[config.mk]
export PLATFORM = sky130hd
export DESIGN_NAME = multicycle_control
export DESIGN_NICKNAME = d
export VERILOG_FILES = /design/src/rtl/mips_ctrl_pkg.sv /design/src/rtl/ctrl_word_decode.sv /design/src/rtl/multicycle_control.sv
export SDC_FILE = /design/constraint.sdc
export NUM_CORES = 1
export LEC_CHECK = 0
export CAP_MARGIN = 25
export CORE_UTILIZATION = 49
export CTS_BUF_LIST = sky130_fd_sc_hd__clkbuf_16
export DETAILED_ROUTE_END_ITERATION = 8
export PLACE_DENSITY = 0.84
export SLEW_MARGIN = 10
export SYNTH_ARGS = -nofsm -noshare
export SYNTH_HDL_FRONTEND = slang
export SYNTH_SLANG_ARGS = --single-unit
[constraint.sdc]
create_clock -name clk -period 2.7 [get_ports clk]
set_input_delay 0.54 -clock clk [delete_from_list [all_inputs] [get_ports clk]]
set_output_delay 0.54 -clock clk [all_outputs]
set_load 0.01 [all_outputs]
[src/rtl/mips_ctrl_pkg.sv]
// rtl/mips_ctrl_pkg.sv - opcodes, state encodings and control-word type for the multicycle MIPS control FSM
package mips_ctrl_pkg;

  localparam logic [5:0] R_TYPE = 6'h00;
  localparam logic [5:0] J      = 6'h02;
  localparam logic [5:0] BEQ    = 6'h04;
  localparam logic [5:0] BNE    = 6'h05;
  localparam logic [5:0] ADDI   = 6'h08;
  localparam logic [5:0] ORI    = 6'h0d;
  localparam logic [5:0] LUI    = 6'h0f;
  localparam logic [5:0] LW     = 6'h23;
  localparam logic [5:0] SW     = 6'h2b;

  localparam logic [2:0] ALU_SUB   = 3'b011;
  localparam logic [2:0] ALU_ADD   = 3'b100;
  localparam logic [2:0] ALU_ORI   = 3'b101;
  localparam logic [2:0] ALU_LUI   = 3'b110;
  localparam logic [2:0] ALU_RTYPE = 3'b111;

  localparam logic [1:0] SRCB_B       = 2'b00;
  localparam logic [1:0] SRCB_FOUR    = 2'b01;
  localparam logic [1:0] SRCB_IMM     = 2'b10;
  localparam logic [1:0] SRCB_IMM_SH2 = 2'b11;

  localparam logic [1:0] PCSRC_ALU    = 2'b00;
  localparam logic [1:0] PCSRC_ALUOUT = 2'b01;
  localparam logic [1:0] PCSRC_JUMP   = 2'b10;

  typedef enum logic [3:0] {
    IDLE     = 4'd0,
    FETCH    = 4'd1,
    DECODE   = 4'd2,
    MEM_ADDR = 4'd3,
    MEM_RD   = 4'd4,
    MEM_WB   = 4'd5,
    MEM_WR   = 4'd6,
    R_EXEC   = 4'd7,
    R_WB     = 4'd8,
    I_EXEC   = 4'd9,
    I_WB     = 4'd10,
    BRANCH   = 4'd11,
    JUMP     = 4'd12
  } state_t;

  // Moore part of the datapath strobes; handshake-gated strobes live in the top.
  typedef struct packed {
    logic       iord;
    logic       mem_read;
    logic       mem_write;
    logic       reg_dst;
    logic       mem_to_reg;
    logic       reg_write;
    logic       alu_src_a;
    logic [1:0] alu_src_b;
    logic [2:0] alu_op;
    logic [1:0] pc_source;
    logic       instr_done;
  } ctrl_word_t;

  function automatic logic op_supported(input logic [5:0] op);
    case (op)
      R_TYPE, ADDI, ORI, LUI, LW, SW, BEQ, BNE, J: op_supported = 1'b1;
      default:                                     op_supported = 1'b0;
    endcase
  endfunction

endpackage

[src/rtl/ctrl_word_decode.sv]
// rtl/ctrl_word_decode.sv - combinational map from (state, latched opcode) to the Moore control word
module ctrl_word_decode
  import mips_ctrl_pkg::*;
(
  input  state_t       state,
  input  logic [5:0]   op_q,
  output ctrl_word_t   cw
);

  always_comb begin
    cw = '0;
    case (state)
      FETCH: begin
        cw.mem_read  = 1'b1;
        cw.alu_src_b = SRCB_FOUR;
        cw.alu_op    = ALU_ADD;
      end
      DECODE: begin
        cw.alu_src_b = SRCB_IMM_SH2;
        cw.alu_op    = ALU_ADD;
      end
      MEM_ADDR: begin
        cw.alu_src_a = 1'b1;
        cw.alu_src_b = SRCB_IMM;
        cw.alu_op    = ALU_ADD;
      end
      MEM_RD: begin
        cw.iord     = 1'b1;
        cw.mem_read = 1'b1;
      end
      MEM_WB: begin
        cw.mem_to_reg = 1'b1;
        cw.reg_write  = 1'b1;
        cw.instr_done = 1'b1;
      end
      MEM_WR: begin
        cw.iord      = 1'b1;
        cw.mem_write = 1'b1;
      end
      R_EXEC: begin
        cw.alu_src_a = 1'b1;
        cw.alu_op    = ALU_RTYPE;
      end
      R_WB: begin
        cw.reg_dst    = 1'b1;
        cw.reg_write  = 1'b1;
        cw.instr_done = 1'b1;
      end
      I_EXEC: begin
        cw.alu_src_a = 1'b1;
        cw.alu_src_b = SRCB_IMM;
        case (op_q)
          ORI:     cw.alu_op = ALU_ORI;
          LUI:     cw.alu_op = ALU_LUI;
          default: cw.alu_op = ALU_ADD;
        endcase
      end
      I_WB: begin
        cw.reg_write  = 1'b1;
        cw.instr_done = 1'b1;
      end
      BRANCH: begin
        cw.alu_src_a  = 1'b1;
        cw.alu_op     = ALU_SUB;
        cw.pc_source  = PCSRC_ALUOUT;
        cw.instr_done = 1'b1;
      end
      JUMP: begin
        cw.pc_source  = PCSRC_JUMP;
        cw.instr_done = 1'b1;
      end
      default: ;
    endcase
  end

endmodule

[src/rtl/multicycle_control.sv]
// rtl/multicycle_control.sv - multicycle MIPS control FSM with memory-ready stalls
module multicycle_control
  import mips_ctrl_pkg::*;
#(
  parameter int ALUOP_W     = 3,
  parameter int MEM_WAIT_EN = 1
) (
  input  logic               clk,
  input  logic               reset,
  input  logic [5:0]         OP,
  input  logic               Zero,
  input  logic               MemReady,
  output logic               IorD,
  output logic               MemRead,
  output logic               MemWrite,
  output logic               IRWrite,
  output logic               RegDst,
  output logic               MemtoReg,
  output logic               RegWrite,
  output logic               ALUSrcA,
  output logic [1:0]         ALUSrcB,
  output logic [ALUOP_W-1:0] ALUOp,
  output logic [1:0]         PCSource,
  output logic               PCEn,
  output logic               InstrDone,
  output logic               IllegalOp
);

  state_t     state, state_nxt;
  logic [5:0] op_q;
  ctrl_word_t cw;
  logic       rdy;

  assign rdy = MemReady | (MEM_WAIT_EN == 0);

  always_ff @(posedge clk or negedge reset) begin
    if (!reset) begin
      state <= IDLE;
      op_q  <= '0;
    end else begin
      state <= state_nxt;
      if (state == DECODE) op_q <= OP;
    end
  end

  always_comb begin
    state_nxt = IDLE;
    case (state)
      IDLE:     state_nxt = FETCH;
      FETCH:    state_nxt = rdy ? DECODE : FETCH;
      DECODE: begin
        case (OP)
          R_TYPE:         state_nxt = R_EXEC;
          ADDI, ORI, LUI: state_nxt = I_EXEC;
          LW, SW:         state_nxt = MEM_ADDR;
          BEQ, BNE:       state_nxt = BRANCH;
          J:              state_nxt = JUMP;
          default:        state_nxt = FETCH;
        endcase
      end
      MEM_ADDR: state_nxt = (op_q == LW) ? MEM_RD : MEM_WR;
      MEM_RD:   state_nxt = rdy ? MEM_WB : MEM_RD;
      MEM_WB:   state_nxt = FETCH;
      MEM_WR:   state_nxt = rdy ? FETCH : MEM_WR;
      R_EXEC:   state_nxt = R_WB;
      R_WB:     state_nxt = FETCH;
      I_EXEC:   state_nxt = I_WB;
      I_WB:     state_nxt = FETCH;
      BRANCH:   state_nxt = FETCH;
      JUMP:     state_nxt = FETCH;
      default:  state_nxt = IDLE;
    endcase
  end

  ctrl_word_decode u_decode (
    .state (state),
    .op_q  (op_q),
    .cw    (cw)
  );

  assign IorD     = cw.iord;
  assign MemRead  = cw.mem_read;
  assign MemWrite = cw.mem_write;
  assign RegDst   = cw.reg_dst;
  assign MemtoReg = cw.mem_to_reg;
  assign RegWrite = cw.reg_write;
  assign ALUSrcA  = cw.alu_src_a;
  assign ALUSrcB  = cw.alu_src_b;
  assign ALUOp    = ALUOP_W'(cw.alu_op);
  assign PCSource = cw.pc_source;

  // Strobes that depend on the handshake, the branch flag or the live opcode.
  always_comb begin
    PCEn      = 1'b0;
    IRWrite   = 1'b0;
    IllegalOp = 1'b0;
    InstrDone = cw.instr_done;
    case (state)
      FETCH: begin
        IRWrite = rdy;
        PCEn    = rdy;
      end
      DECODE: begin
        IllegalOp = ~op_supported(OP);
        InstrDone = ~op_supported(OP);
      end
      MEM_WR:  InstrDone = rdy;
      BRANCH:  PCEn = ((op_q == BEQ) & Zero) | ((op_q == BNE) & ~Zero);
      JUMP:    PCEn = 1'b1;
      default: ;
    endcase
  end

endmodule

==> results of run 1 <==
-- worst min-delay path by stage --
stage	end	slack, ns	depth (start not counted)
after floorplan	op_q[0]	0.24	0
final	op_q[5]	0.57	1
after global routing	op_q[5]	0.58	1
after CTS	op_q[5]	0.56	1
after detailed placement	op_q[5]	0.55	1
after global placement	op_q[2]	0.53	1
-- stage by stage --
stage / setup slack [ns] / setup TNS [ns] / utilization, %
2_1_floorplan: 0.6811 / 0 / -
3_3_place_gp: -0.1645 / -0.3352 / 78.18
3_5_place_dp: -0.2743 / -0.4756 / 78.18
4_1_cts: 0.02920 / 0 / 82.57
5_1_grt: 0.004346 / 0 / 83.20
6_report: 0.08507 / 0 / 83.20
-- logic make-up after synthesis --
logic type | count (synthesis)
AOI/OAI and AO/OA | 33
xor gates and xnor gates | 4
buffers and inverters | 11
DFF | 10
muxes | 7
and+or+nand+nor | 40
-- critical path: stages --
cell	delay (ns)
clkdlybuf4s50_1	0.43
or2_2	0.32
o32a_1	0.34
o21ai_2	0.10
o41ai_2	0.09
clkdlybuf4s15_1	0.25
-- final cells by class --
| cell class | instances | area, µm² | area share, % |
|---|---|---|---|
| Multi-Input combinational cell | 84 | 583.1 | 43.96 |
| Timing Repair Buffer | 42 | 380.4 | 28.68 |
| Sequential cell | 10 | 250.2 | 18.87 |
| Clock buffer | 3 | 75.07 | 5.660 |
| Tap cell | 24 | 30.03 | 2.264 |
| Inverter | 2 | 7.507 | 0.5660 |
-- what timing repair did --
action                                  CTS  global route
endpoints found under the setup margin    3             2
hold endpoints to repair                  0             0
gates resized for setup                   4             3
-- cell usage after synthesis (2+ instances only) --
library cell | number | area share, %
or3_1 | 2 | 1.4
or2_2 | 3 | 2.1
a31oi_1 | 2 | 1.4
nor3_1 | 8 | 4.6
a21oi_1 | 6 | 3.4
o21ai_0 | 6 | 3.4
buf_2 | 2 | 1.1
xnor2_1 | 3 | 3.0
mux2_2 | 6 | 7.7
dfrtp_1 | 10 | 28
a21boi_0 | 2 | 1.7
o22ai_1 | 2 | 1.4
nand2b_1 | 4 | 2.8
and3_1 | 2 | 1.4
inv_1 | 2 | 0.86
nand2_1 | 5 | 2.1
o32ai_1 | 2 | 2.0
clkbuf_1 | 5 | 2.1
o31ai_1 | 2 | 1.7
nor2_1 | 6 | 2.6
-- sequential cells by signal (all words and copies together) (netlist names) --
signal,cells
op_q,6
state,4
-- where the power goes --
| part | internal [mW] | switching [mW] | total, mW |
|---|---|---|---|
| logic | 0.520 | 0.512 | 1.03 |
| clock network | 0.191 | 0.0604 | 0.252 |
| registers | 0.229 | 0.0811 | 0.310 |
-- layer usage --
layer | wire length, µm | vias up
met5 | 0 | -
met4 | 90 | 0
met3 | 175 | 8
met2 | 1362 | 61
met1 | 996 | 479
li1 | - | 473
==> impl_metrics.toml, run 1 <==
[layout]
mostFrequentLayoutCell = "clkdlybuf4s50_1"
drive_above_1_share_pct = 23.40
final_cell_area_um2 = 1326
final_cells = 165
n_antenna_cell = 0
fillers = 98
num-nets-final = 153
most-common-layout-cells = "clkdlybuf4s50_1, buf_4, dfrtp_1"
flow.area_growth_from_synthesis_pct = 51.00

[logic_synthesis]
synthesis.instances = 105
synth_simple_gate_area_share_pct = 25.78
netlist-cell-type-count = 45
syn_avg_cell_area_um2 = 8.365
yosys-mux-area-fraction_pct = 9.402
synth_top_family_by_area = "compound AO/OA/AOI/OAI gates"
synth-async-reset-ratio_pct = 100.0
share_of_synthesized_area_occupied_by_flip_flops_and_latches_pct = 28.49
syn-num-nets = 115
synth_fa_ha_area_share_pct = 0
xor_xnor_cell_area_share_of_the_yosys_netlist_pct = 3.989
synth_top_flop_cell = "dfrtp_1"
synthesis.area_um2 = 878.3
complex_gate_fraction_of_the_synthesized_area_pct = 26.35
number_of_flops_mapped_to_enable_cells_by_yosys = 0
synth_warnings = 0
synthesis_stage_register_bit_count = 10

[drt]
route.final.wire_length_mm = 2.625
dr.first_iter.drc_count = 33
vias = 1021
postRouteAntennaNets = 0
avgRoutedWirePerCell_um = 15.91
drc = 0
viasPerCell = 6.188
detail_route.first_pass.iterations = 4

[sta]
fin_crit_sh_pct = 96.85
maxSlewViolCount = 0
setup_viol_count_final = 0
worst_pin_slew_ns = 0.4729
final_hold_violating_endpoints = 0
timing.clock.skew_ns = 0.0008073
layout_min_cycle_time_ns = 2.615
finalHoldWorstSlack_ns = 0.5693
rsz0062_at_grt = "no"
fmaxAchievable_mhz = 382.4
relSlewSlack_pct = 68.38

[die]
die-area_um2 = 1966
floorplan.rows = 14
die_h_um = 44.34
coreArea_um2 = 1594
ios = 28
floorplan_die_width_um = 44.34
initial_standard_cell_utilization_of_the_core_pct = 55.10

[global_route]
grt_usage_pct = 30.69
maximum_number_of_pins_on_one_net_before_global_route_repair = 18
groute.layer.met3.usage_pct = 3.265
wire_length_of_the_first_global_routing_pass_mm = 4.326
grt_antenna_before_repair = 0
global_route.usage.met1_pct = 36.34
first_global_vias = 934
grt_ovf = 0
global_route.usage.met2_pct = 53.24
grt_most_used_layer = "met2"

[worst_setup_path]
critPathRequiredTime_ns = 2.16
crit_path_kind = "in -> out"
worst_setup_path_start_kind = "primary input"
timing.critical_path.fanout_max = 3
r2r-start = "state[0]"
timing.critical_path.from = "OP[5]"
crit_end = "InstrDone"
worst-r2r-setup-slack_ns = 1.05
cp-end-kind = "output pin"
critPathArrivalTime_ns = 2.07
ff2ff_path_depth = 4
crit-reg2reg-capture = "op_q[3]"

[clock_tree]
cts_sinks = 10
cts.clk_slew.worst_paths_ns = 0.04
cts_inserted_buffers = 3
cts_hold_fix_bufs = 0
clk_root_buffer_cell = "clkbuf_16"
cts_tree = "done"
post_cts_buffers = 0
cts-htree-levels = 1
max-clock-path-buffers = 2
worstSkewPairLatency_ns = 0.23

[run]
drv_cap = 0

[pwr]
power.leakage_nw = 0.5156
vdd.ir_drop.worst_uv = 866.2
power_per_cell_area_nw_per_um2 = 1201
totalPowerFinal_mw = 1.593

[placement]
post_dp_cell_area_um2 = 1246
place.port_buffers = 27
dpl.hpwl_mm = 1.847
globalplace.congestion = 0.8830
place_inst = 162

[hold_path]
worstHoldPathType = "reg -> reg"
startpoint_of_the_most_critical_hold_path = "op_q[5]"

[status]
run_status = "complete, no violations"
No activity file was read; power rests on OpenSTA's default activity.
==> run 2, diff against run 1 <==
--- a/config.mk
+++ b/config.mk
@@ -6,10 +6,11 @@
 export NUM_CORES = 1
 export LEC_CHECK = 0
 export CAP_MARGIN = 25
-export CORE_UTILIZATION = 49
+export CORE_UTILIZATION = 45
 export CTS_BUF_LIST = sky130_fd_sc_hd__clkbuf_16
 export DETAILED_ROUTE_END_ITERATION = 8
-export PLACE_DENSITY = 0.84
+export PLACE_DENSITY = 0.78
+export SKIP_LAST_GASP = 1
 export SLEW_MARGIN = 10
 export SYNTH_ARGS = -nofsm -noshare
 export SYNTH_HDL_FRONTEND = slang
==> constraint.sdc (replaced) <==
create_clock -name clk -period 3 [get_ports clk]
set_input_delay 0.6 -clock clk [delete_from_list [all_inputs] [get_ports clk]]
set_output_delay 0.6 -clock clk [all_outputs]
set_load 0.01 [all_outputs]
==> run 2 against run 1 <==
Non-clock buffer count fell by 1. Worst hold slack got worse by 0.015 ns. Largest power group unchanged. Setup slack improved by 0.049 ns. Critical path type unchanged. Via count fell by 5.5%. Clock skew rose by 0.0021 ns. Sequential power fell by 10%. Die area rose by 8.5%. First-iteration DRC count fell by 27%.
==> impl_metrics.toml, run 2 (same netlist as run 1, synthesis figures left out) <==
[layout]
largest_reg_flops = 6
most-common-layout-cells = "clkdlybuf4s50_1, buf_4, dfrtp_1"
reg.largest.list = "op_q (6), state (4)"
num-nets-final = 152
flow.area_growth_from_synthesis_pct = 50.43
largest-register = "op_q"
n_antenna_cell = 0
drive_above_1_share_pct = 21.99
final_core_utilization_pct = 74.11
final_cell_area_um2 = 1321
mostFrequentLayoutCell = "clkdlybuf4s50_1"

[sta]
timing.clock.skew_ns = 0.002895
worst_pin_slew_ns = 0.4574
final_hold_violating_endpoints = 0
relSlewSlack_pct = 69.41
layout_min_cycle_time_ns = 2.866
setup_tns_ns = 0
fin_crit_sh_pct = 95.53
rsz0062_at_grt = "no"
setup_viol_count_final = 0
fmaxAchievable_mhz = 348.9
maxSlewViolCount = 0

[clock_tree]
cts-htree-levels = 1
post_cts_buffers = 0
cts_sinks = 10
cts_hold_fix_bufs = 0
clk_root_buffer_cell = "clkbuf_16"
cts.clk_slew.worst_paths_ns = 0.04
worstSkewPairLatency_ns = 0.24
cts_inserted_buffers = 3
max-clock-path-buffers = 2
cts_tree = "done"

[drt]
dr.first_iter.drc_count = 24
avgRoutedWirePerCell_um = 14.14
detail_route.first_pass.iterations = 4
drc = 0
viasPerCell = 5.813
route.final.wire_length_mm = 2.348
vias = 965
postRouteAntennaNets = 0

[die]
floorplan_die_width_um = 46.18
die_h_um = 46.18
floorplan.rows = 15
ios = 28
die-area_um2 = 2133
coreArea_um2 = 1783
initial_standard_cell_utilization_of_the_core_pct = 49.26

[worst_setup_path]
critPathArrivalTime_ns = 2.27
timing.critical_path.fanout_max = 1
crit-reg2reg-capture = "op_q[3]"
worst_setup_path_start_kind = "primary input"
cp-end-kind = "output pin"
ff2ff_path_depth = 4
critPathRequiredTime_ns = 2.40
worst-r2r-setup-slack_ns = 1.38
r2r-start = "state[2]"
crit_path_kind = "in -> out"

[hold_path]
startpoint_of_the_most_critical_hold_path = "op_q[4]"
worst_hold_path_endpoint = "op_q[4]"
hold-path-cell-count = 1
worstHoldPathType = "reg -> reg"

[global_route]
wire_length_of_the_first_global_routing_pass_mm = 3.691
grt_antenna_before_repair = 0
maximum_number_of_pins_on_one_net_before_global_route_repair = 17
grt_ovf = 0
global_route.usage.met1_pct = 32.61
groute.layer.met3.usage_pct = 6.667
global_route.usage.met2_pct = 38.87
grt_most_used_layer = "met2"
grt_usage_pct = 24.74
first_global_vias = 800

[placement]
globalplace.congestion = 0.8225
dpl.hpwl_mm = 1.726
post_dp_cell_area_um2 = 1240
place.port_buffers = 27

[pwr]
power_per_cell_area_nw_per_um2 = 1073
power.leakage_nw = 0.5314
vdd.ir_drop.worst_uv = 742.1

[status]
run_status = "complete, no violations"

[run]
drv_cap = 0
[run 2: worst max-delay path, cell delays in order]
cell and delay (ns):
clkdlybuf4s50_1 0.42, xnor2_1 0.12, or3_1 0.31, o32ai_1 0.23, clkdlybuf4s50_1 0.58
[run 2: power breakdown]
| part | switching, mW | internal [mW] | leakage, nW |
|---|---|---|---|
| Sequential | 0.0714 | 0.206 | 0.122 |
| Clock | 0.0658 | 0.175 | 0.0385 |
| Combinational | 0.442 | 0.457 | 0.371 |
| Total | 0.579 | 0.838 | 0.531 |
[run 2: final cells by class]
| cell class | count | area (µm²) |
|---|---|---|
| multi-input combinational | 84 | 575.6 |
| fill | 128 | 461.7 |
| timing repair buffer | 41 | 377.9 |
| sequential | 10 | 250.2 |
| clock buffer | 3 | 75.07 |
| tap | 25 | 31.28 |
| inverter | 2 | 7.507 |
| clock inverter | 1 | 3.754 |
[run 2: layer usage]
metal	part of all wire, %	wire [µm]
met5	0	0
met4	0.98	23
met3	5.6	132
met2	48	1129
met1	45	1062
[run 2: what timing repair did]
action                     in CTS  in global routing
setup endpoints to repair       2                  1
resized for setup               2                  2
cloned                          0                  0
[run 2: how the worst max path moves through the flow]
| stage | start | to | slack (ns) | cells past startpoint |
|---|---|---|---|---|
| after floorplan | OP[0] | InstrDone | 0.86 | 5 |
| after global placement | OP[2] | InstrDone | -0.0009 | 6 |
| after detailed placement | OP[1] | InstrDone | -0.04 | 6 |
| after CTS | OP[5] | IllegalOp | 0.01 | 6 |
| after global routing | Zero | PCEn | 0.06 | 5 |
| final | Zero | PCEn | 0.13 | 5 |
[run 2: through the flow]
stage	hold WS [ns]	setup WS (ns)	instances	power (mW)
2_1_floorplan	0.3044	0.8611	105	0.8017
3_3_place_gp	0.5152	-0.0009155	162	1.156
3_5_place_dp	0.5313	-0.03934	162	1.176
4_1_cts	0.5553	0.01368	166	1.415
5_1_grt	0.5898	0.06424	166	1.519
6_report	0.5544	0.1342	166	1.418
==> run 3, diff against run 2 <==
--- a/config.mk
+++ b/config.mk
@@ -10,7 +10,6 @@
 export CTS_BUF_LIST = sky130_fd_sc_hd__clkbuf_16
 export DETAILED_ROUTE_END_ITERATION = 8
 export PLACE_DENSITY = 0.78
-export SKIP_LAST_GASP = 1
 export SLEW_MARGIN = 10
 export SYNTH_ARGS = -nofsm -noshare
 export SYNTH_HDL_FRONTEND = slang
==> results of run 3 <==
Final layout, timing and power as in run 2 (identical DEF).
